## src/rtl/dff_monitor_pkg.sv

```systemverilog
// Shared definitions for the flip-flop response monitor: FSM state encoding
// and the default counter width.
package dff_monitor_pkg;

   localparam int CNT_W_DEF = 16;

   typedef enum logic [1:0] {
      ST_IDLE   = 2'b00,
      ST_WARMUP = 2'b01,
      ST_CHECK  = 2'b10,
      ST_FAIL   = 2'b11
   } state_e;

endpackage

```

## src/rtl/dff_monitor_sat_counter.sv

```systemverilog
// Saturating up-counter with synchronous clear; it holds at all-ones instead
// of wrapping.
module dff_monitor_sat_counter #(
   parameter int CNT_W = 16
) (
   input  logic             clk,
   input  logic             rst,
   input  logic             inc,
   input  logic             clr,
   output logic [CNT_W-1:0] q
);

   logic [CNT_W-1:0] r_cnt;

   always_ff @(posedge clk or posedge rst) begin
      if (rst) begin
         r_cnt <= '0;
      end else if (clr) begin
         r_cnt <= '0;
      end else if (inc && (r_cnt != {CNT_W{1'b1}})) begin
         r_cnt <= r_cnt + CNT_W'(1);
      end
   end

   assign q = r_cnt;

endmodule

```

## src/rtl/dff_monitor.sv

```systemverilog
// Response monitor for a flip-flop under test: it compares q against a
// LATENCY-deep d pipeline, checks qn against ~q, and counts errors and toggles.
module dff_monitor
   import dff_monitor_pkg::*;
#(
   parameter int LATENCY = 1,
   parameter int CNT_W   = CNT_W_DEF,
   parameter bit HALT    = 1'b0
) (
   input  logic             clk,
   input  logic             rst,
   input  logic             en,
   input  logic             d,
   input  logic             q,
   input  logic             qn,
   output logic [1:0]       state,
   output logic [CNT_W-1:0] checked,
   output logic [CNT_W-1:0] q_err,
   output logic [CNT_W-1:0] qn_err,
   output logic [CNT_W-1:0] toggles,
   output logic             fail,
   output logic [CNT_W-1:0] first_fail
);

   state_e             r_state;
   state_e             w_state_nxt;
   logic [LATENCY-1:0] r_pipe;
   logic [2:0]         r_warm;
   logic               r_prev_q;
   logic               r_prev_vld;
   logic               r_fail;
   logic [CNT_W-1:0]   r_first_fail;

   logic w_exp, w_chk, w_shift, w_q_bad, w_qn_bad, w_err, w_toggle;

   always_comb begin
      w_state_nxt = r_state;
      w_exp       = r_pipe[LATENCY-1];
      w_chk       = (r_state == ST_CHECK) && en;
      w_shift     = ((r_state == ST_WARMUP) || (r_state == ST_CHECK)) && en;
      // Case inequality so an X/Z on q or qn is reported as a mismatch.
      w_q_bad     = (q !== w_exp);
      w_qn_bad    = (qn !== ~q);
      w_err       = w_chk && (w_q_bad || w_qn_bad);
      w_toggle    = w_chk && r_prev_vld && (q !== r_prev_q);
      case (r_state)
         ST_IDLE: begin
            if (en) w_state_nxt = ST_WARMUP;
         end
         ST_WARMUP: begin
            if (!en)                              w_state_nxt = ST_IDLE;
            else if (r_warm == 3'(LATENCY - 1))   w_state_nxt = ST_CHECK;
         end
         ST_CHECK: begin
            if (!en)                w_state_nxt = ST_IDLE;
            else if (HALT && w_err) w_state_nxt = ST_FAIL;
         end
         default: w_state_nxt = ST_FAIL;
      endcase
   end

   always_ff @(posedge clk or posedge rst) begin
      if (rst) begin
         r_state      <= ST_IDLE;
         r_pipe       <= '0;
         r_warm       <= '0;
         r_prev_q     <= 1'b0;
         r_prev_vld   <= 1'b0;
         r_fail       <= 1'b0;
         r_first_fail <= '0;
      end else begin
         r_state <= w_state_nxt;
         if (w_shift) begin
            r_pipe[0] <= d;
            for (int i = 1; i < LATENCY; i++) r_pipe[i] <= r_pipe[i-1];
         end
         if (r_state == ST_WARMUP) r_warm <= r_warm + 3'd1;
         else                      r_warm <= '0;
         if (w_chk) r_prev_q <= q;
         // The first CHECK edge after (re)arming has no q history to toggle against.
         r_prev_vld <= w_chk;
         if (w_err) begin
            r_fail <= 1'b1;
            if (!r_fail) r_first_fail <= checked;
         end
      end
   end

   dff_monitor_sat_counter #(.CNT_W(CNT_W)) u_checked (
      .clk(clk), .rst(rst), .inc(w_chk), .clr(1'b0), .q(checked));
   dff_monitor_sat_counter #(.CNT_W(CNT_W)) u_q_err (
      .clk(clk), .rst(rst), .inc(w_chk && w_q_bad), .clr(1'b0), .q(q_err));
   dff_monitor_sat_counter #(.CNT_W(CNT_W)) u_qn_err (
      .clk(clk), .rst(rst), .inc(w_chk && w_qn_bad), .clr(1'b0), .q(qn_err));
   dff_monitor_sat_counter #(.CNT_W(CNT_W)) u_toggles (
      .clk(clk), .rst(rst), .inc(w_toggle), .clr(1'b0), .q(toggles));

   assign state      = r_state;
   assign fail       = r_fail;
   assign first_fail = r_first_fail;

endmodule

```

## config.mk

```make
export PLATFORM = sky130hd
export DESIGN_NAME = dff_monitor
export DESIGN_NICKNAME = d
export VERILOG_FILES = /design/src/rtl/dff_monitor_pkg.sv /design/src/rtl/dff_monitor_sat_counter.sv /design/src/rtl/dff_monitor.sv
export SDC_FILE = /design/constraint.sdc
export NUM_CORES = 1
export LEC_CHECK = 0
export ABC_CLOCK_PERIOD_IN_PS = 6700
export CAP_MARGIN = 20
export CORE_MARGIN = 2
export CORE_UTILIZATION = 31
export CTS_CLUSTER_DIAMETER = 40
export DETAILED_ROUTE_END_ITERATION = 8
export GPL_ROUTABILITY_DRIVEN = 0
export GPL_TIMING_DRIVEN = 0
export PLACE_DENSITY_LB_ADDON = 0.1
export SLEW_MARGIN = 40
export SYNTH_ARGS = -nofsm -noshare
export SYNTH_HDL_FRONTEND = slang
export SYNTH_SLANG_ARGS = --single-unit
```

## constraint.sdc

```tcl
create_clock -name clk -period 6.7 [get_ports clk]
set_input_delay 1.34 -clock clk [delete_from_list [all_inputs] [get_ports clk]]
set_output_delay 1.34 -clock clk [all_outputs]
set_load 0.05 [all_outputs]
```

# After elaboration in Yosys (flattened, before gate mapping)
# Cells that the tools add are included.
# W data, S select, Z words.
[word_totals]
rom_bits = 0
ram_bits = 0
wordCells = 53
input_bits = 6
latchBits = 0
out_inout_bits = 83
reg_bits = 89
mem_count = 0
[classes]
n_lt_le_gt_ge = 0
n_eq_ne = 12
shifts = 0
multipliers = 0
div = 0
bitwise_logic = 2
n_reduce_logical = 17
muxes = 6
n_addsub = 5
[op_table]
columns = ["op", "n"]
rows = [
  ["$add A16 B1 Y16 const B", 4],
  ["$ne A16 B16 Y1 const B", 4],
  ["$logic_and A1 B1 Y1", 11],
  ["$mux W2", 4],
  ["$pmux W2 S3", 1],
  ["$ne A2 B2 Y1 const B", 2],
  ["$add A3 B1 Y3 const B", 1],
  ["$logic_not A3 Y1", 1],
  ["$mux W3", 1],
  ["$ne A3 B3 Y1 const B", 1],
  ["$nex A1 B1 Y1", 3],
  ["$reduce_and A3 Y1", 1],
  ["$eq A2 B1 Y1 const B", 1],
  ["$eq A2 B2 Y1 const B", 1],
  ["$logic_not A2 Y1", 1],
  ["$logic_or A1 B1 Y1", 2],
  ["$not A1 Y1", 2],
  ["$reduce_and A2 Y1", 1],
]

# Longest topological paths before layout
# Gate-level depths: netlist of run 1.
[logic_depth]
depth_word = 5
depth_mapped = 7
ltp_nobuf = 7

# Modules after synthesis
# From an unflattened synthesis of run 1, not the netlist that was laid out.
[unflattened]
cells_unflattened = 486
hier_area_um2 = 4899.7
[modules_own_cells]
columns = ["module", "instances", "cells_each", "area_each_um2", "seq_area_each_um2"]
rows = [
  ["dff_monitor_sat_counter", 4, 101, 932.1, 400.4],
  ["dff_monitor", 1, 82, 1171.1, 625.6],
]

# Worst setup path before layout of run 1
# No wires, ideal clock.
[synth_path]
path_type = "input to register"
start = "input port q"
end = "register r_first_fail[5] (netlist: first_fail[5])"
path_buffers = 2
setup_time_ns = 0.125
path_stages = 6
arrival_time_ns = 2.542
required_time_ns = 6.575
setup_slack_ns = 4.033
cell_sequence = "buf_6 nand2b_1 o22ai_1 nor3_2 buf_4 mux2_2"
[synth_via]
elab_chain_len = 5
elab_cells_between_ends = 6
cone_classes = "eq/ne (2); bitwise (1); reduce/logical (3)"
[synth_rtl]
columns = ["item", "line", "rtl"]
rows = [
  ["start, declared", "dff_monitor.sv:14", "input logic q,"],
  ["$not A1 Y1", "dff_monitor.sv:43", "w_qn_bad = (qn !== ~q);"],
  ["$nex A1 B1 Y1", "dff_monitor.sv:43", ""],
  ["$logic_or A1 B1 Y1 (*)", "dff_monitor.sv:44", "w_err = w_chk && (w_q_bad || w_qn_bad);"],
  ["$logic_and A1 B1 Y1 (*)", "dff_monitor.sv:44", ""],
  ["$reduce_and A2 Y1 (no line) (*)", "n/a", ""],
  ["end signal, assigned", "dff_monitor.sv:84", "if (!r_fail) r_first_fail <= checked;"],
  ["end, declared", "dff_monitor.sv:32", "logic [CNT_W-1:0] r_first_fail;"],
]
# Mark *: on every way between the ends. The rest lies on a longest branch, timed or not.
# A chain may end at the register's enable or synchronous reset.

# Worst setup path after layout of run 1
[layout_path]
start = "input port en"
end = "register r_first_fail[7] (netlist: first_fail[7])"
[layout_via]
elab_chain_len = 3
[layout_rtl]
columns = ["item", "line", "rtl"]
rows = [
  ["start, declared", "dff_monitor.sv:12", "input logic en,"],
  ["$logic_and A1 B1 Y1", "dff_monitor.sv:39", "w_chk = (r_state == ST_CHECK) && en;"],
  ["$logic_and A1 B1 Y1", "dff_monitor.sv:44", ""],
  ["$reduce_and A2 Y1 (no line)", "n/a", ""],
]
# Every way passes these cells.

==> results of run 1 <==
[layout make-up]
cell class | count | area share (%)
Multi-Input combinational cell | 276 | 34.88
Buffer | 6 | 0.6202
Clock buffer | 11 | 4.320
Clock inverter | 5 | 2.139
Inverter | 10 | 0.7699
Sequential cell | 89 | 38.07
Tap cell | 180 | 3.849
Timing Repair Buffer | 88 | 15.36
[worst paths after layout]
kind	start	to	slack, ns	cells past startpoint
setup / recovery	en	first_fail[7]	3.52	5
hold / removal	r_warm[0]	r_warm[0]	0.46	1
min in group asynchronous	rst	u_q_err.q[7]	1.31	2
hold reg to reg	r_warm[0]	r_warm[0]	0.46	1
max in group asynchronous	rst	u_qn_err.q[5]	4.80	3
setup reg to reg	state[0]	first_fail[7]	4.40	6
[Yosys cell counts (all sizes together), types with 3 or more instances]
master / n / area share (%)
dfrtp: 89 / 51
xor2: 32 / 6.9
nand2: 24 / 2.1
nand4: 24 / 3.6
mux2: 22 / 5.7
nand3: 22 / 2.5
nor3: 22 / 3.0
xnor2: 22 / 4.4
nor2: 12 / 1.0
and3: 11 / 1.6
nor4: 11 / 2.4
a21oi: 10 / 1.2
and4: 10 / 2.0
ha: 10 / 2.9
inv: 10 / 0.86
and2: 6 / 0.86
o211ai: 5 / 0.86
buf: 4 / 0.66
mux2i: 4 / 0.92
a31oi: 3 / 0.43
nand2b: 3 / 0.43
[worst max-delay path, delay by kind of cell]
family,cells,cell delay (ns)
AND/OR/NAND/NOR,2,0.76
multiplexers,1,0.35
buffers and inverters,2,0.95
[stage by stage]
step	utilization (%)	power (mW)	std cells	hold WS, ns	instance area, sq um
floorplan	-	1.001	381	0.4308	4342
global placement	39.48	1.162	648	0.4519	5438
detailed placement	39.73	1.172	649	0.4494	5473
CTS	42.48	1.818	665	0.4643	5851
global route	42.48	1.883	665	0.4834	5851
finish	42.48	1.782	665	0.4616	5851
[power by group]
| part | total (mW) | switching [mW] | internal (mW) |
|---|---|---|---|
| Sequential | 0.672 | 0.0718 | 0.601 |
| Clock | 0.629 | 0.207 | 0.422 |
| Combinational | 0.481 | 0.310 | 0.171 |
[placed cells by master (no fill, tap or decap), types with 5 or more instances in the layout]
cell type,n
nor4_1,8
nand4_1,23
clkbuf_16,9
nor3_1,18
nand2_1,23
inv_1,9
xnor2_1,22
nand3_1,22
a21oi_1,10
clkdlybuf4s50_1,87
nor2_1,12
o211ai_1,5
ha_1,10
dfrtp_1,89
and4_1,10
and3_1,11
mux2_2,22
and2_1,6
xor2_1,31
[layer usage]
metal	track usage [%]	vias up	part of all wire, %
met5	0	-	0
met4	6.250	0	1.8
met3	3.392	11	4.3
met2	23.54	67	48
met1	18.65	1600	46
li1	-	1591	-
[sequential cells by signal, indices dropped and copies added, names as in the netlist]
name,count
u_toggles.q,16
r_pipe,1
r_prev_vld,1
u_q_err.q,16
r_warm,3
fail,1
u_qn_err.q,16
first_fail,16
state,2
u_checked.q,16
r_prev_q,1
[cell families (layout without fill, tap and decap cells)]
group | after synthesis | after routing | synth area share (%)
and+or+nand+nor | 155 | 155 | 21.44
DFF | 89 | 89 | 51.30
xor gates and xnor gates | 54 | 54 | 11.33
AOI/OAI and AO/OA | 31 | 31 | 4.727
muxes | 26 | 26 | 6.628
buffers and inverters | 16 | 120 | 1.701
adders and majority gates | 10 | 10 | 2.882
==> impl_metrics.csv, run 1 <==
group,metric,value,unit
die,ioPinCount,89,
placed_design,hpwl,7155,microns
sta,tns,0,ns
run,drv_cap,0,
placed_design,place.port_buffers,87,
cts,cts_buffer_depth,2,
logic_synthesis,syn-cell-area,4342,sq um
final_layout,multi_input_area,2041,sq um
logic_synthesis,ys_ff_latch,89,
detailed_routing,firstDrtPassIters,4,
status,status,"finished, final reports clean",
sta,finalCritPeriodShare,47.40,%
grt,grt_pass1_vias,3389,
pwr,vdd_drop_max,216.5,uV
worst_setup_path,worstSetupPathType,"in2reg",
sta,finClkSkew,0.004644,ns
cts,cts_resized,0,
grt,grt_usage,14.56,%
sta,rsz0062_at_grt,"false",
final_layout,area_growth,34.76,%
logic_synthesis,syn-num-nets,397,
sta,relSlewSlack,53.58,%
cts,cts_hold_buffers,0,
die,dieArea,14970,sq um
logic_synthesis,ys_warn_count,0,
final_layout,nNetsFinal,496,
detailed_routing,wl,10050,microns
sta,tightest_slew,0.6925,ns
sta,setup_viol,0,
grt,grt_pass1_wl,17130,microns
sta,fmaxAchievable,0.3149,GHz
cts,root_buffer,"clkbuf_16",
detailed_routing,wl_per_cell,15.11,microns
sta,hold_viol_final,0,
logic_synthesis,async_flop_share,100.0,%
worst_setup_path,slowest_stage,"clkdlybuf4s50_1",
final_layout,regArea,2227,sq um
detailed_routing,drc,0,
worst_setup_path,crit_path_max_fanout,10,
placed_design,pre_cts_slack,3.080,ns
logic_synthesis,synthFlopType,"dfrtp_1",
cts,clkLatencyLatePin,0.34,ns
cts,post_cts_buffers,0,
pwr,power_density,304.7,nW/um^2
worst_setup_path,crit_path_cell_trace,"clkdlybuf4s50_1 > nand2_2 > nor3_2 > buf_4 > mux2_2",
cts,htreeDepth,3,
die,die_w,122.3,microns
worst_setup_path,crit_path_max_incr_delay,0.64,ns
hold_path,hp-class,"reg2reg",
cts,cts_sinks,89,
sta,final.min_clock_period,3.176,ns
cts,cts_made_buffers,9,
detailed_routing,drt_first_iter_violations,162,
logic_synthesis,synth_edf_count,0,
final_layout,diodes,0,
sta,setup_ws,3.524,ns
grt,antenna_found_initial,0,
sta,final_max_slew_viol_count,0,
worst_setup_path,crit_required,6.93,ns
detailed_routing,vias,3269,
logic_synthesis,synthCells,381,
final_layout,drive_gt1_share,11.55,%
detailed_routing,vias_per_cell,4.916,
worst_setup_path,startpoint_type,"input port",
detailed_routing,ant_nets,0,
worst_setup_path,end_kind,"register",
die,initial_core_util,31.52,%
logic_synthesis,synth.distinct_cells,48,
logic_synthesis,synth_area_per_cell,11.40,sq um
pwr,leakagePower,2.583,nW
cts,cts_tree,"yes",
cts,path_clk_slew,0.06,ns
worst_setup_path,arrival,3.40,ns
die,die_h,122.3,microns
grt,grt_overflow,0,
final_layout,fillers,1364,
die,fp.coreArea,13770,sq um
grt,grt_start_max_net_pins,75,
logic_synthesis,yosysSeqAreaShare,51.30,%
die,rows,43,
(Power assumes the default switching activity.)
==> run 2: changes to the inputs <==
--- a/config.mk
+++ b/config.mk
@@ -5,7 +5,7 @@
 export SDC_FILE = /design/constraint.sdc
 export NUM_CORES = 1
 export LEC_CHECK = 0
-export ABC_CLOCK_PERIOD_IN_PS = 6700
+export ABC_CLOCK_PERIOD_IN_PS = 3100
 export CAP_MARGIN = 20
 export CORE_MARGIN = 2
 export CORE_UTILIZATION = 31
==> constraint.sdc (replaced) <==
create_clock -name clk -period 3.1 [get_ports clk]
set_input_delay 0.62 -clock clk [delete_from_list [all_inputs] [get_ports clk]]
set_output_delay 0.62 -clock clk [all_outputs]
set_load 0.05 [all_outputs]
==> results of run 2 <==
The final DEF is identical to that of run 1. Status: finished, final reports clean.
Among the figures that moved: setup slack after placement 3.080 ns -> 0.2003 ns; setup slack after layout 3.524 ns -> 0.6442 ns; register-to-register setup slack 4.40 ns -> 0.80 ns; total power 1.782 mW -> 3.852 mW; worst IR drop on VDD 216.5 uV -> 468.0 uV
==> run 3: changes to the inputs <==
--- a/config.mk
+++ b/config.mk
@@ -5,7 +5,7 @@
 export SDC_FILE = /design/constraint.sdc
 export NUM_CORES = 1
 export LEC_CHECK = 0
-export ABC_CLOCK_PERIOD_IN_PS = 3100
+export ABC_CLOCK_PERIOD_IN_PS = 2400
 export CAP_MARGIN = 20
 export CORE_MARGIN = 2
 export CORE_UTILIZATION = 31
==> constraint.sdc (replaced) <==
create_clock -name clk -period 2.4 [get_ports clk]
set_input_delay 0.48 -clock clk [delete_from_list [all_inputs] [get_ports clk]]
set_output_delay 0.48 -clock clk [all_outputs]
set_load 0.05 [all_outputs]
==> run 3 against run 2 <==
Clock power rose by 10%; power rose by 24%; sequential share of layout area fell by 0.30 points; design area rose by 0.79%; via count rose by 2.1%; final cell count rose by 0.45%; critical path type unchanged.
==> impl_metrics.csv, run 3 (synthesis gave the netlist of run 1 again) <==
group,metric,value,unit
final_layout,diodes,0,
sta,finClkSkew,0.003966,ns
pwr,seqPwrFrac,39.5,%
final_layout,drive_gt1_share,11.68,%
sta,rsz0062_at_grt,"false",
worst_setup_path,crit_path_max_fanout,10,
cts,path_clk_slew,0.06,ns
pwr,power_density,807.4,nW/um^2
pwr,p_int,3.107,mW
cts,root_buffer,"clkbuf_16",
detailed_routing,ant_nets,0,
cts,htreeDepth,3,
cts,cts_tree,"yes",
worst_setup_path,crit_required,2.63,ns
placed_design,place.port_buffers,87,
grt,grt_pass1_wl,17120,microns
pwr,leakagePower,2.600,nW
cts,post_cts_buffers,0,
worst_setup_path,startpoint_type,"input port",
grt,grt_usage,14.61,%
sta,tightest_slew,0.6490,ns
grt,grt_pass1_vias,3309,
run,drv_cap,0,
die,dieArea,14970,sq um
pwr,p_comb_share,29.0,%
grt,grt_overflow,0,
sta,setup_viol,0,
placed_design,hpwl,7407,microns
sta,fmaxAchievable,0.4605,GHz
sta,finalCritPeriodShare,90.49,%
sta,fin_hold_ws,0.3973,ns
cts,cts_resized,0,
die,rows,43,
cts,cts_hold_buffers,0,
pwr,switchingPower,1.654,mW
final_layout,mostFrequentLayoutCell,"dfrtp_1",
die,fp.coreArea,13770,sq um
pwr,clkPwrFrac,31.5,%
cts,clkLatencyLatePin,0.34,ns
detailed_routing,drt_first_iter_violations,168,
pwr,vdd_drop_max,761.0,uV
worst_setup_path,end_kind,"register",
grt,antenna_found_initial,0,
detailed_routing,vias_per_cell,4.996,
final_layout,final_cell_mix,"89 x dfrtp_1, 87 x clkdlybuf4s50_1, 31 x xor2_1, 23 x nand2_1, 23 x nand4_1",
grt,grt_start_max_net_pins,23,
sta,tns,0,ns
cts,cts_buffer_depth,2,
sta,final_max_slew_viol_count,0,
detailed_routing,wl_per_cell,15.14,microns
sta,relSlewSlack,56.33,%
detailed_routing,drc,0,
die,ioPinCount,89,
pwr,swShare,34.74,%
final_layout,nNetsFinal,500,
status,status,"finished, final reports clean",
worst_setup_path,worstSetupPathType,"in2reg",
final_layout,area_growth,35.82,%
detailed_routing,wl,10110,microns
worst_setup_path,arrival,2.40,ns
pwr,power.total,4.761,mW
sta,final.min_clock_period,2.172,ns
sta,hold_viol_final,0,
detailed_routing,vias,3337,
cts,cts_sinks,89,
die,initial_core_util,31.52,%
hold_path,hp-class,"in2reg",
die,die_w,122.3,microns
cts,cts_made_buffers,9,
detailed_routing,firstDrtPassIters,4,
die,die_h,122.3,microns
run 3: critical path: stages:
cell             delay [ns]
clkdlybuf4s50_1        0.66
nand2_2                0.18
buf_2                  0.24
nor2_1                 0.29
o21ai_0                0.22
mux2_2                 0.32
run 3: worst paths after layout:
kind                       startpoint             end  slack [ns]  depth (start not counted)
setup / recovery                   en    u_q_err.q[1]        0.23                          6
setup reg to reg             state[0]    u_q_err.q[1]        0.28                          7
hold / removal                      q        r_prev_q        0.40                          3
min in group asynchronous         rst  u_toggles.q[3]        0.47                          2
hold reg to reg             r_warm[0]       r_warm[0]        0.47                          1
max in group asynchronous         rst   first_fail[1]        1.21                          5
run 3: power groups by stage:
stage / clock (mW) / sequential [mW] / combinational (mW)
final: 1.50 / 1.88 / 1.38
after global routing: 1.62 / 1.92 / 1.49
after detailed placement: 0 / 1.90 / 1.39
after floorplan: 0 / 2.34 / 0.452
after CTS: 1.55 / 1.88 / 1.40
after global placement: 0 / 1.90 / 1.35
run 3: area by class of cell:
type | count | area, sq um
sequential | 89 | 2227
buffer | 6 | 36.28
inverter | 10 | 41.29
fill | 1358 | 7876
multi-input combinational | 276 | 2047
timing repair buffer | 92 | 1008
clock buffer | 12 | 246.5
tap | 180 | 225.2
clock inverter | 3 | 65.06
run 3: through the flow:
step | util [%] | cells | worst slack, ns | area [sq um]
after floorplan | - | 381 | 0.2889 | 4345
after global placement | 39.51 | 648 | -0.3236 | 5441
after detailed placement | 40.51 | 653 | -0.3461 | 5579
after CTS | 42.77 | 668 | 0.01991 | 5891
after global routing | 42.81 | 668 | 0.02704 | 5897
final | 42.81 | 668 | 0.2283 | 5897
run 3: metal layers:
metal,vias up,GRT usage [%],wire length [microns]
met4,0,7.184,222
met3,14,3.160,515
met2,81,20.66,4458
li1,1605,-,-
met1,1637,21.00,4916
met5,-,0,0
